$ cat src/rtl/fifo_pkg.sv
// Shared defaults and helpers for the synchronous FIFO.
package fifo_pkg;

  localparam int FIFO_DATA_WIDTH = 8;
  localparam int FIFO_DEPTH      = 16;

  function automatic int clog2(input int value);
    int result;
    result = 0;
    for (int v = value - 1; v > 0; v = v >> 1) begin
      result = result + 1;
    end
    return result;
  endfunction

endpackage

$ cat src/rtl/fifo_mem.sv
// Simple dual-port register array: synchronous write, registered read.
// Only the read register is reset; the storage array keeps its contents.
module fifo_mem
  import fifo_pkg::*;
#(
  parameter int DATA_WIDTH = FIFO_DATA_WIDTH,
  parameter int ADDR_WIDTH = 4
) (
  input  logic                  clk,
  input  logic                  rst_n,
  input  logic                  wr_en_i,
  input  logic [ADDR_WIDTH-1:0] wr_addr_i,
  input  logic [DATA_WIDTH-1:0] wr_data_i,
  input  logic                  rd_en_i,
  input  logic [ADDR_WIDTH-1:0] rd_addr_i,
  output logic [DATA_WIDTH-1:0] rd_data_o
);

  localparam int WORDS = 1 << ADDR_WIDTH;

  logic [DATA_WIDTH-1:0] mem_q [WORDS];
  logic [DATA_WIDTH-1:0] rd_data_q;

  always_ff @(posedge clk) begin
    if (wr_en_i) begin
      mem_q[wr_addr_i] <= wr_data_i;
    end
  end

  // Read register holds its value when no read is accepted.
  always_ff @(posedge clk or negedge rst_n) begin
    if (!rst_n) begin
      rd_data_q <= '0;
    end else if (rd_en_i) begin
      rd_data_q <= mem_q[rd_addr_i];
    end
  end

  assign rd_data_o = rd_data_q;

endmodule

$ cat src/rtl/sync_fifo_v2.sv
// Synchronous FIFO with registered count, decoded level flags and optional
// sticky overflow/underflow flags (enabled by defining SYNC_FIFO_ERR_EN).
module sync_fifo_v2
  import fifo_pkg::*;
#(
  parameter int  DATA_WIDTH = FIFO_DATA_WIDTH,
  parameter int  DEPTH      = FIFO_DEPTH,
  parameter int  AF_THRESH  = DEPTH - 2,
  parameter int  AE_THRESH  = 2,
  localparam int ADDR_WIDTH = clog2(DEPTH)
) (
  input  logic                  clk,
  input  logic                  rst_n,
  input  logic                  wr_en,
  input  logic [DATA_WIDTH-1:0] din,
  input  logic                  rd_en,
  output logic [DATA_WIDTH-1:0] dout,
  output logic                  full,
  output logic                  empty,
  output logic                  almost_full,
  output logic                  almost_empty,
  output logic [ADDR_WIDTH:0]   count,
  output logic                  overflow,
  output logic                  underflow,
  input  logic                  err_clr
);

  localparam logic [ADDR_WIDTH:0] PTR_ONE = 1;
  localparam logic [ADDR_WIDTH:0] DEPTH_C = DEPTH[ADDR_WIDTH:0];
  localparam logic [ADDR_WIDTH:0] AF_C    = AF_THRESH[ADDR_WIDTH:0];
  localparam logic [ADDR_WIDTH:0] AE_C    = AE_THRESH[ADDR_WIDTH:0];

  logic [ADDR_WIDTH:0] wr_ptr_q, wr_ptr_d;
  logic [ADDR_WIDTH:0] rd_ptr_q, rd_ptr_d;
  logic [ADDR_WIDTH:0] count_q, count_d;
  logic                wr_acc, rd_acc;

  assign full         = (count_q == DEPTH_C);
  assign empty        = (count_q == '0);
  assign almost_full  = (count_q >= AF_C);
  assign almost_empty = (count_q <= AE_C);
  assign count        = count_q;

  assign wr_acc = wr_en && !full;
  assign rd_acc = rd_en && !empty;

  always_comb begin
    wr_ptr_d = wr_ptr_q;
    rd_ptr_d = rd_ptr_q;
    count_d  = count_q;
    if (wr_acc) wr_ptr_d = wr_ptr_q + PTR_ONE;
    if (rd_acc) rd_ptr_d = rd_ptr_q + PTR_ONE;
    case ({wr_acc, rd_acc})
      2'b10:   count_d = count_q + PTR_ONE;
      2'b01:   count_d = count_q - PTR_ONE;
      default: count_d = count_q;
    endcase
  end

  always_ff @(posedge clk or negedge rst_n) begin
    if (!rst_n) begin
      wr_ptr_q <= '0;
      rd_ptr_q <= '0;
      count_q  <= '0;
    end else begin
      wr_ptr_q <= wr_ptr_d;
      rd_ptr_q <= rd_ptr_d;
      count_q  <= count_d;
    end
  end

  fifo_mem #(
    .DATA_WIDTH (DATA_WIDTH),
    .ADDR_WIDTH (ADDR_WIDTH)
  ) u_mem (
    .clk       (clk),
    .rst_n     (rst_n),
    .wr_en_i   (wr_acc),
    .wr_addr_i (wr_ptr_q[ADDR_WIDTH-1:0]),
    .wr_data_i (din),
    .rd_en_i   (rd_acc),
    .rd_addr_i (rd_ptr_q[ADDR_WIDTH-1:0]),
    .rd_data_o (dout)
  );

`ifdef SYNC_FIFO_ERR_EN
  logic overflow_q, overflow_d;
  logic underflow_q, underflow_d;

  // A new error in the same cycle as err_clr takes priority over the clear.
  always_comb begin
    overflow_d  = overflow_q;
    underflow_d = underflow_q;
    if (err_clr) begin
      overflow_d  = 1'b0;
      underflow_d = 1'b0;
    end
    if (wr_en && full)  overflow_d  = 1'b1;
    if (rd_en && empty) underflow_d = 1'b1;
  end

  always_ff @(posedge clk or negedge rst_n) begin
    if (!rst_n) begin
      overflow_q  <= 1'b0;
      underflow_q <= 1'b0;
    end else begin
      overflow_q  <= overflow_d;
      underflow_q <= underflow_d;
    end
  end

  assign overflow  = overflow_q;
  assign underflow = underflow_q;
`else
  logic unused_err_clr;
  assign unused_err_clr = err_clr;
  assign overflow       = 1'b0;
  assign underflow      = 1'b0;
`endif

endmodule

$ cat config.mk
export PLATFORM = sky130hd
export DESIGN_NAME = sync_fifo_v2
export DESIGN_NICKNAME = d
export VERILOG_FILES = /design/src/rtl/fifo_pkg.sv /design/src/rtl/fifo_mem.sv /design/src/rtl/sync_fifo_v2.sv
export SDC_FILE = /design/constraint.sdc
export NUM_CORES = 1
export LEC_CHECK = 0
export BUFFER_PORTS_ARGS = -buffer_cell sky130_fd_sc_hd__buf_2
export CAP_MARGIN = 25
export CORE_UTILIZATION = 35
export CTS_CLUSTER_SIZE = 20
export DETAILED_ROUTE_END_ITERATION = 6
export PLACE_DENSITY = 0.59
export SYNTH_ARGS = -nofsm -noshare
export SYNTH_HDL_FRONTEND = slang
export SYNTH_SLANG_ARGS = --single-unit
$ cat constraint.sdc
create_clock -name clk -period 3.7 [get_ports clk]
set_input_delay 0.74 -clock clk [delete_from_list [all_inputs] [get_ports clk]]
set_output_delay 0.74 -clock clk [all_outputs]
set_load 0.01 [all_outputs]
==> results of run 1 <==
## layout make-up
class,count,area [um^2],area share [%]
Timing Repair Buffer,35,205,2.94
Inverter,4,17.5,0.251
Clock buffer,17,425,6.11
Sequential cell,149,4370,62.7
Tap cell,220,275,3.95
Multi-Input combinational cell,139,1540,22.1
Clock inverter,15,133,1.90
## placed cells by master (no fill, tap or decap), types with 3 or more instances in the layout
cell,count
clkinv_4,3
clkbuf_16,17
xnor2_1,9
mux4_1,14
a211oi_1,8
inv_1,3
a21o_1,10
o21ai_0,3
dfrtp_1,21
clkinvlp_4,6
mux4_2,18
buf_4,6
buf_2,28
nor2_1,14
nor3_1,4
nand2_1,12
edfxtp_1,128
o22ai_1,8
ha_1,9
mux2i_1,9
nand2b_1,3
## kinds of logic after synthesis
group                    count (synthesis)  synth area share, %
AND/OR/NAND/NOR                         40                 3.03
XOR/XNOR                                10                 1.43
buffers and inverters                   23                 3.34
multiplexers                            42                 14.3
AO/OA/AOI/OAI                           35                 4.18
adder cells (fa/ha/maj)                 10                 2.17
flip-flops                             149                 71.5
other                                    1               0.0614
## synth_stat cells (3+ instances only)
library cell,number
mux4_2,18
o21ai_0,3
a21o_1,10
nor3_1,4
buf_4,3
xnor2_1,9
ha_1,9
nor2_1,14
a211oi_1,8
buf_2,3
nand2_1,12
mux2i_1,9
o22ai_1,8
edfxtp_1,128
inv_1,3
dfrtp_1,21
mux4_1,14
nand2b_1,3
buf_6,5
## worst max path at each step
stage,to,cells past startpoint,startpoint
6_report,count[4]$_DFFE_PN0P_,9,count[1]$_DFFE_PN0P_
2_1_floorplan,count[4]$_DFFE_PN0P_,9,count[1]$_DFFE_PN0P_
4_1_cts,count[4]$_DFFE_PN0P_,9,count[1]$_DFFE_PN0P_
5_1_grt,count[4]$_DFFE_PN0P_,9,count[1]$_DFFE_PN0P_
3_5_place_dp,count[4]$_DFFE_PN0P_,9,wr_en
3_3_place_gp,count[4]$_DFFE_PN0P_,9,wr_en
## sequential cells by signal, indices dropped and copies added, names as in the netlist
signal	count
wr_ptr_q	4
rd_ptr_q	4
u_mem.rd_data_o	8
u_mem.mem_q	128
count	5
## power by group
group / internal [uW] / switching (uW) / total (uW)
sequential: 2090 / 258 / 2350
combinational: 700 / 732 / 1430
clock: 923 / 668 / 1590
## worst reg2reg max path: stages (launching register included)
cell	delay (ps)
dfrtp_1	470
or4_4	590
o21ai_4	180
inv_4	60
ha_1	280
fa_1	430
a21o_1	170
a21oi_1	170
mux2i_1	230
xnor2_1	130
## routing by layer
| metal | up-vias | GRT usage, % | wire length [um] |
|---|---|---|---|
| li1 | 1319 | - | - |
| met1 | 1475 | 18.5 | 5440 |
| met2 | 52 | 20.8 | 5220 |
| met3 | 16 | 3.70 | 361 |
| met4 | 0 | 6.18 | 210 |
| met5 | - | 0 | 0 |
## stage by stage
stage                     setup slack (ps)  cells  total power, uW
after floorplan                        920    311             3470
after detailed placement               850    547             3840
after global placement                 844    547             3810
final                                  904    579             5370
after global routing                   734    579             5630
after CTS                              894    579             5430
==> out/qor.yml, run 1 <==
status:
  status: "finished clean"
synth:
  synth-warning-count: 0
  synth.distinct_cells: 41
  synth_area_um2: 6110
  synth.yosys.seq_area_share_pct: 71.5
  postSynthAreaPerCell_um2: 19.7
  ys_top_cells_by_area: "edfxtp_1 63%, dfrtp_1 8.6%, mux4_2 6.6%, mux4_1 6.0%, ha_1 1.8%"
  synthFlopType: "edfxtp_1"
  synth_top_area_share_pct: 62.9
  async_flop_share_pct: 14.1
  synth_edf_count: 128
  yosys.area.top_type: "edfxtp_1"
  synthCells: 310
  ys_seq_elements: 149
drt:
  first_pass_iters: 4
  drt_iter0_drc: 164
  routed_wl_mm: 11.2
  drc: 0
  vias: 2862
  avgViaCountPerCell: 4.94
  ant_nets: 0
  wl_per_cell_um: 19.4
sta:
  hold_viol: 0
  rsz0062_at_grt: "no"
  fin_setup_tns_ps: 0
  slew_headroom_pct: 41.3
  period_needed_ps: 2800
  slew_violations: 0
  setup_violations: 0
  fmax_mhz: 358
  worst_slew_pin_slew_ps: 880
  fin_skew_ps: 10.4
  finalCritPeriodShare_pct: 75.6
  whs_ps: 283
run:
  drv_cap: 0
clocking:
  clockBufferDepth: 2
  cts_hold_buf: 0
  post-cts-setup-buffers: 0
  numCtsBuffers: 17
  root_buffer: "clkbuf_16"
  clkSinkCount: 149
  clkLatencyLatePin_ps: 420
  htreeDepth: 4
  postCtsResizedCells: 0
  clk_pin_slew_ps: 60
  cts_tree: "built"
final_layout:
  area_growth_pct: 14.0
  fillers: 1531
  fin_area_um2: 6970
  antenna_cells: 0
  num-nets-final: 369
  finish.utilization_pct: 41.4
  layout-drive-gt1-share_pct: 25.3
critical_path:
  slowest_stage: "or4_4"
  required_ps: 4040
  r2r_slack_ps: 900
  critPathTopFamily: "adder cells"
  worstSetupEndpointType: "register"
  rr_startpoint: "count[1]$_DFFE_PN0P_"
  r2r-end: "count[4]$_DFFE_PN0P_"
  critical_path_arrival_ps: 3140
  crit_type: "register to register"
  slowest_delay_ps: 590
  worst-path-max-fanout: 8
  setup.worst_path.start_class: "register"
  critical_path_buf_inv_count: 1
  rr_worst_depth: 9
  path_cells: "or4_4 > o21ai_4 > inv_4 > ha_1 > fa_1 > a21o_1 > a21oi_1 > mux2i_1 > xnor2_1"
floorplanning:
  core_area_um2: 16800
  io_pins: 32
  start_util_pct: 36.3
  fp.dieH_um: 134
  dieArea_um2: 18000
  die_w_um: 134
  row_count: 47
placed_design:
  routabilityCongestion: 0.704
  hpwl_mm: 7.15
  port_buffers: 28
  placed_cell_area_um2: 6410
power_and_ir_drop:
  p_leak_uw: 0.00244
  powerDensity_nw_per_um2: 771
  vdd.ir_drop.worst_v: 0.000360
hold_path:
  worst_hold_path_type: "primary input to async pin"
global_route:
  grt_pass1_wl_mm: 17.4
  grt_pass1_vias: 2979
  antenna_found_initial: 0
  grt_overflow: 0
  grt_start_max_net_pins: 28
  track_usage_pct: 13.7
Note: power is estimated with default switching activity, not from simulation.
==> inputs of run 2 (changes only) <==
- clock period: 3.7 -> 2.7 ns (I/O delays scaled with it)
==> run 2 against run 1 <==
Die area did not move. Worst setup slack got worse by 780 ps. Non-clock buffer count rose by 8. Global-route usage rose by 0.28 points. Utilization rose by 0.58 points. Via count rose by 3.0%. Largest cell class unchanged. Largest power group unchanged. Highest routed layer unchanged.
==> out/qor.yml, run 2 (synthesis gave the netlist of run 1 again) <==
critical_path:
  rr_worst_depth: 9  # unchanged
  r2r-end: "count[4]$_DFFE_PN0P_"  # unchanged
  rr_startpoint: "count[1]$_DFFE_PN0P_"  # unchanged
  required_ps: 3040  # was 4040 ps
  setup.worst_path.start_class: "register"  # unchanged
  crit_type: "register to register"  # unchanged
  r2r_slack_ps: 120  # was 900 ps
  critical_path_arrival_ps: 2920  # was 3140 ps
  worstSetupEndpointType: "register"  # unchanged
  worst-path-max-fanout: 6  # was 8
clocking:
  clk_pin_slew_ps: 60  # about the same
  clkLatencyLatePin_ps: 420  # about the same
  cts_hold_buf: 0  # unchanged
  htreeDepth: 4  # unchanged
  clkSinkCount: 149  # unchanged
  postCtsResizedCells: 0  # unchanged
  post-cts-setup-buffers: 0  # unchanged
  cts_tree: "built"  # unchanged
  numCtsBuffers: 17  # unchanged
  root_buffer: "clkbuf_16"  # unchanged
  clockBufferDepth: 2  # unchanged
sta:
  whs_ps: 80.9  # was 283 ps
  slew_headroom_pct: 38.2  # was 41.3%
  period_needed_ps: 2580  # was 2800 ps
  slew_violations: 0  # unchanged
  setup_violations: 0  # unchanged
  worst_slew_pin_slew_ps: 923  # was 880 ps
  fmax_mhz: 388  # was 358 MHz
  fin_skew_ps: 12.1  # was 10.4 ps
  hold_viol: 0  # unchanged
  fin_setup_tns_ps: 0  # unchanged
  finalCritPeriodShare_pct: 95.5  # was 75.6%
  rsz0062_at_grt: "no"  # unchanged
final_layout:
  area_growth_pct: 15.6  # was 14.0%
  final_cell_mix: "128 x edfxtp_1, 28 x buf_2, 19 x dfrtp_1"  # was 128 x edfxtp_1, 28 x buf_2, 21 x dfrtp_1
  fin_area_um2: 7070  # was 6970 um^2
  num-nets-final: 377  # was 369
  seq_area_um2: 4370  # about the same
  fillers: 1505  # was 1,531
  multi_input_area_um2: 1550  # was 1540 um^2
  regMostFlops: "u_mem.mem_q"  # unchanged
  final_common_cell: "edfxtp_1"  # unchanged
  antenna_cells: 0  # unchanged
  layout-drive-gt1-share_pct: 27.2  # was 25.3%
  largest_register_ffs: 128  # unchanged
drt:
  wl_per_cell_um: 19.8  # was 19.4 um
  vias: 2949  # was 2,862
  drc: 0  # unchanged
  drt_iter0_drc: 223  # was 164
  routed_wl_mm: 11.6  # was 11.2 mm
  first_pass_iters: 6  # was 4
  avgViaCountPerCell: 5.02  # was 4.94
  ant_nets: 0  # unchanged
floorplanning:
  io_pins: 32  # unchanged
  die_w_um: 134  # unchanged
  core_area_um2: 16800  # unchanged
  dieArea_um2: 18000  # unchanged
  row_count: 47  # unchanged
  start_util_pct: 36.3  # unchanged
  fp.dieH_um: 134  # unchanged
hold_path:
  worst_hold_path_type: "primary input to async pin"  # unchanged
global_route:
  grt_overflow: 0  # unchanged
  antenna_found_initial: 0  # unchanged
  track_usage_pct: 14.0  # was 13.7%
  grt_pass1_vias: 3082  # was 2,979
  grt_start_max_net_pins: 35  # was 28
  grt_pass1_wl_mm: 17.7  # was 17.4 mm
run:
  drv_cap: 0  # unchanged
status:
  status: "finished clean"  # unchanged
placed_design:
  routabilityCongestion: 0.722  # was 0.704
  hpwl_mm: 7.23  # was 7.15 mm
  placed_cell_area_um2: 6480  # was 6410 um^2
  port_buffers: 28  # unchanged
power_and_ir_drop:
  vdd.ir_drop.worst_v: 0.000529  # was 0.000360 V
  p_leak_uw: 0.00249  # was 0.00244 uW
  powerDensity_nw_per_um2: 1070  # was 771 nW/um^2
==> run 2: changes by cell type in the layout (fill, tap and decap cells not counted) <==
cell and delta:
ha_2 +1, buf_4 +8, fa_2 +1, clkinv_1 +3
dfrtp_1 -2, fa_1 -1, ha_1 -1, clkinv_4 -2
bufinv_16 +2, inv_6 -1, dfrtp_2 +2, clkinvlp_4 -2
==> run 2: area by class of cell <==
class	count	area share, %
clock buffers	17	6.02
clock inverters	15	2.30
flip-flops and latches	149	61.9
well taps	220	3.90
repair buffers	43	3.75
multi-input cells	139	21.9
inverters	4	0.248
==> run 2: report_power, final <==
part / switching [uW] / total (uW) / internal [uW]
clock: 891 / 2330 / 1440
sequential: 252 / 3120 / 2870
combinational: 1120 / 2140 / 1020
total: 2270 / 7590 / 5330
==> run 2: worst max-delay path, stage by stage (launching register included) <==
cell and delay (ps):
dfrtp_2 400, or4_4 560, o21ai_4 200, inv_4 50
ha_2 230, fa_2 360, a21o_1 160, a21oi_1 170
mux2i_1 230, xnor2_1 130
==> run 2: per-layer routing <==
metal  part of all wire, %  GRT usage, %  up-vias
met5                     0             0        -
met3                   4.0          3.63       21
met2                    48          21.8       80
met4                   2.7          7.68        0
li1                      -             -     1338
met1                    45          17.9     1510
==> run 2: how the worst max path moves through the flow <==
stage	start	end	slack (ps)	cells after the start
3_3_place_gp	count[1]$_DFFE_PN0P_	count[4]$_DFFE_PN0P_	140	9
5_1_grt	count[1]$_DFFE_PN0P_	count[4]$_DFFE_PN0P_	30	9
2_1_floorplan	count[1]$_DFFE_PN0P_	count[4]$_DFFE_PN0P_	30	9
3_5_place_dp	count[1]$_DFFE_PN0P_	count[4]$_DFFE_PN0P_	120	9
4_1_cts	count[1]$_DFFE_PN0P_	count[4]$_DFFE_PN0P_	90	9
6_report	count[1]$_DFFE_PN0P_	count[4]$_DFFE_PN0P_	120	9
==> run 2: stage by stage <==
step / setup WS, ps / power [uW] / utilization, % / instances
floorplan: 26.8 / 4770 / - / 311
global placement: 138 / 5290 / 38.5 / 555
detailed placement: 118 / 5340 / 38.5 / 555
CTS: 93.7 / 7680 / 42.0 / 587
global route: 31.7 / 7960 / 42.0 / 587
finish: 121 / 7590 / 42.0 / 587
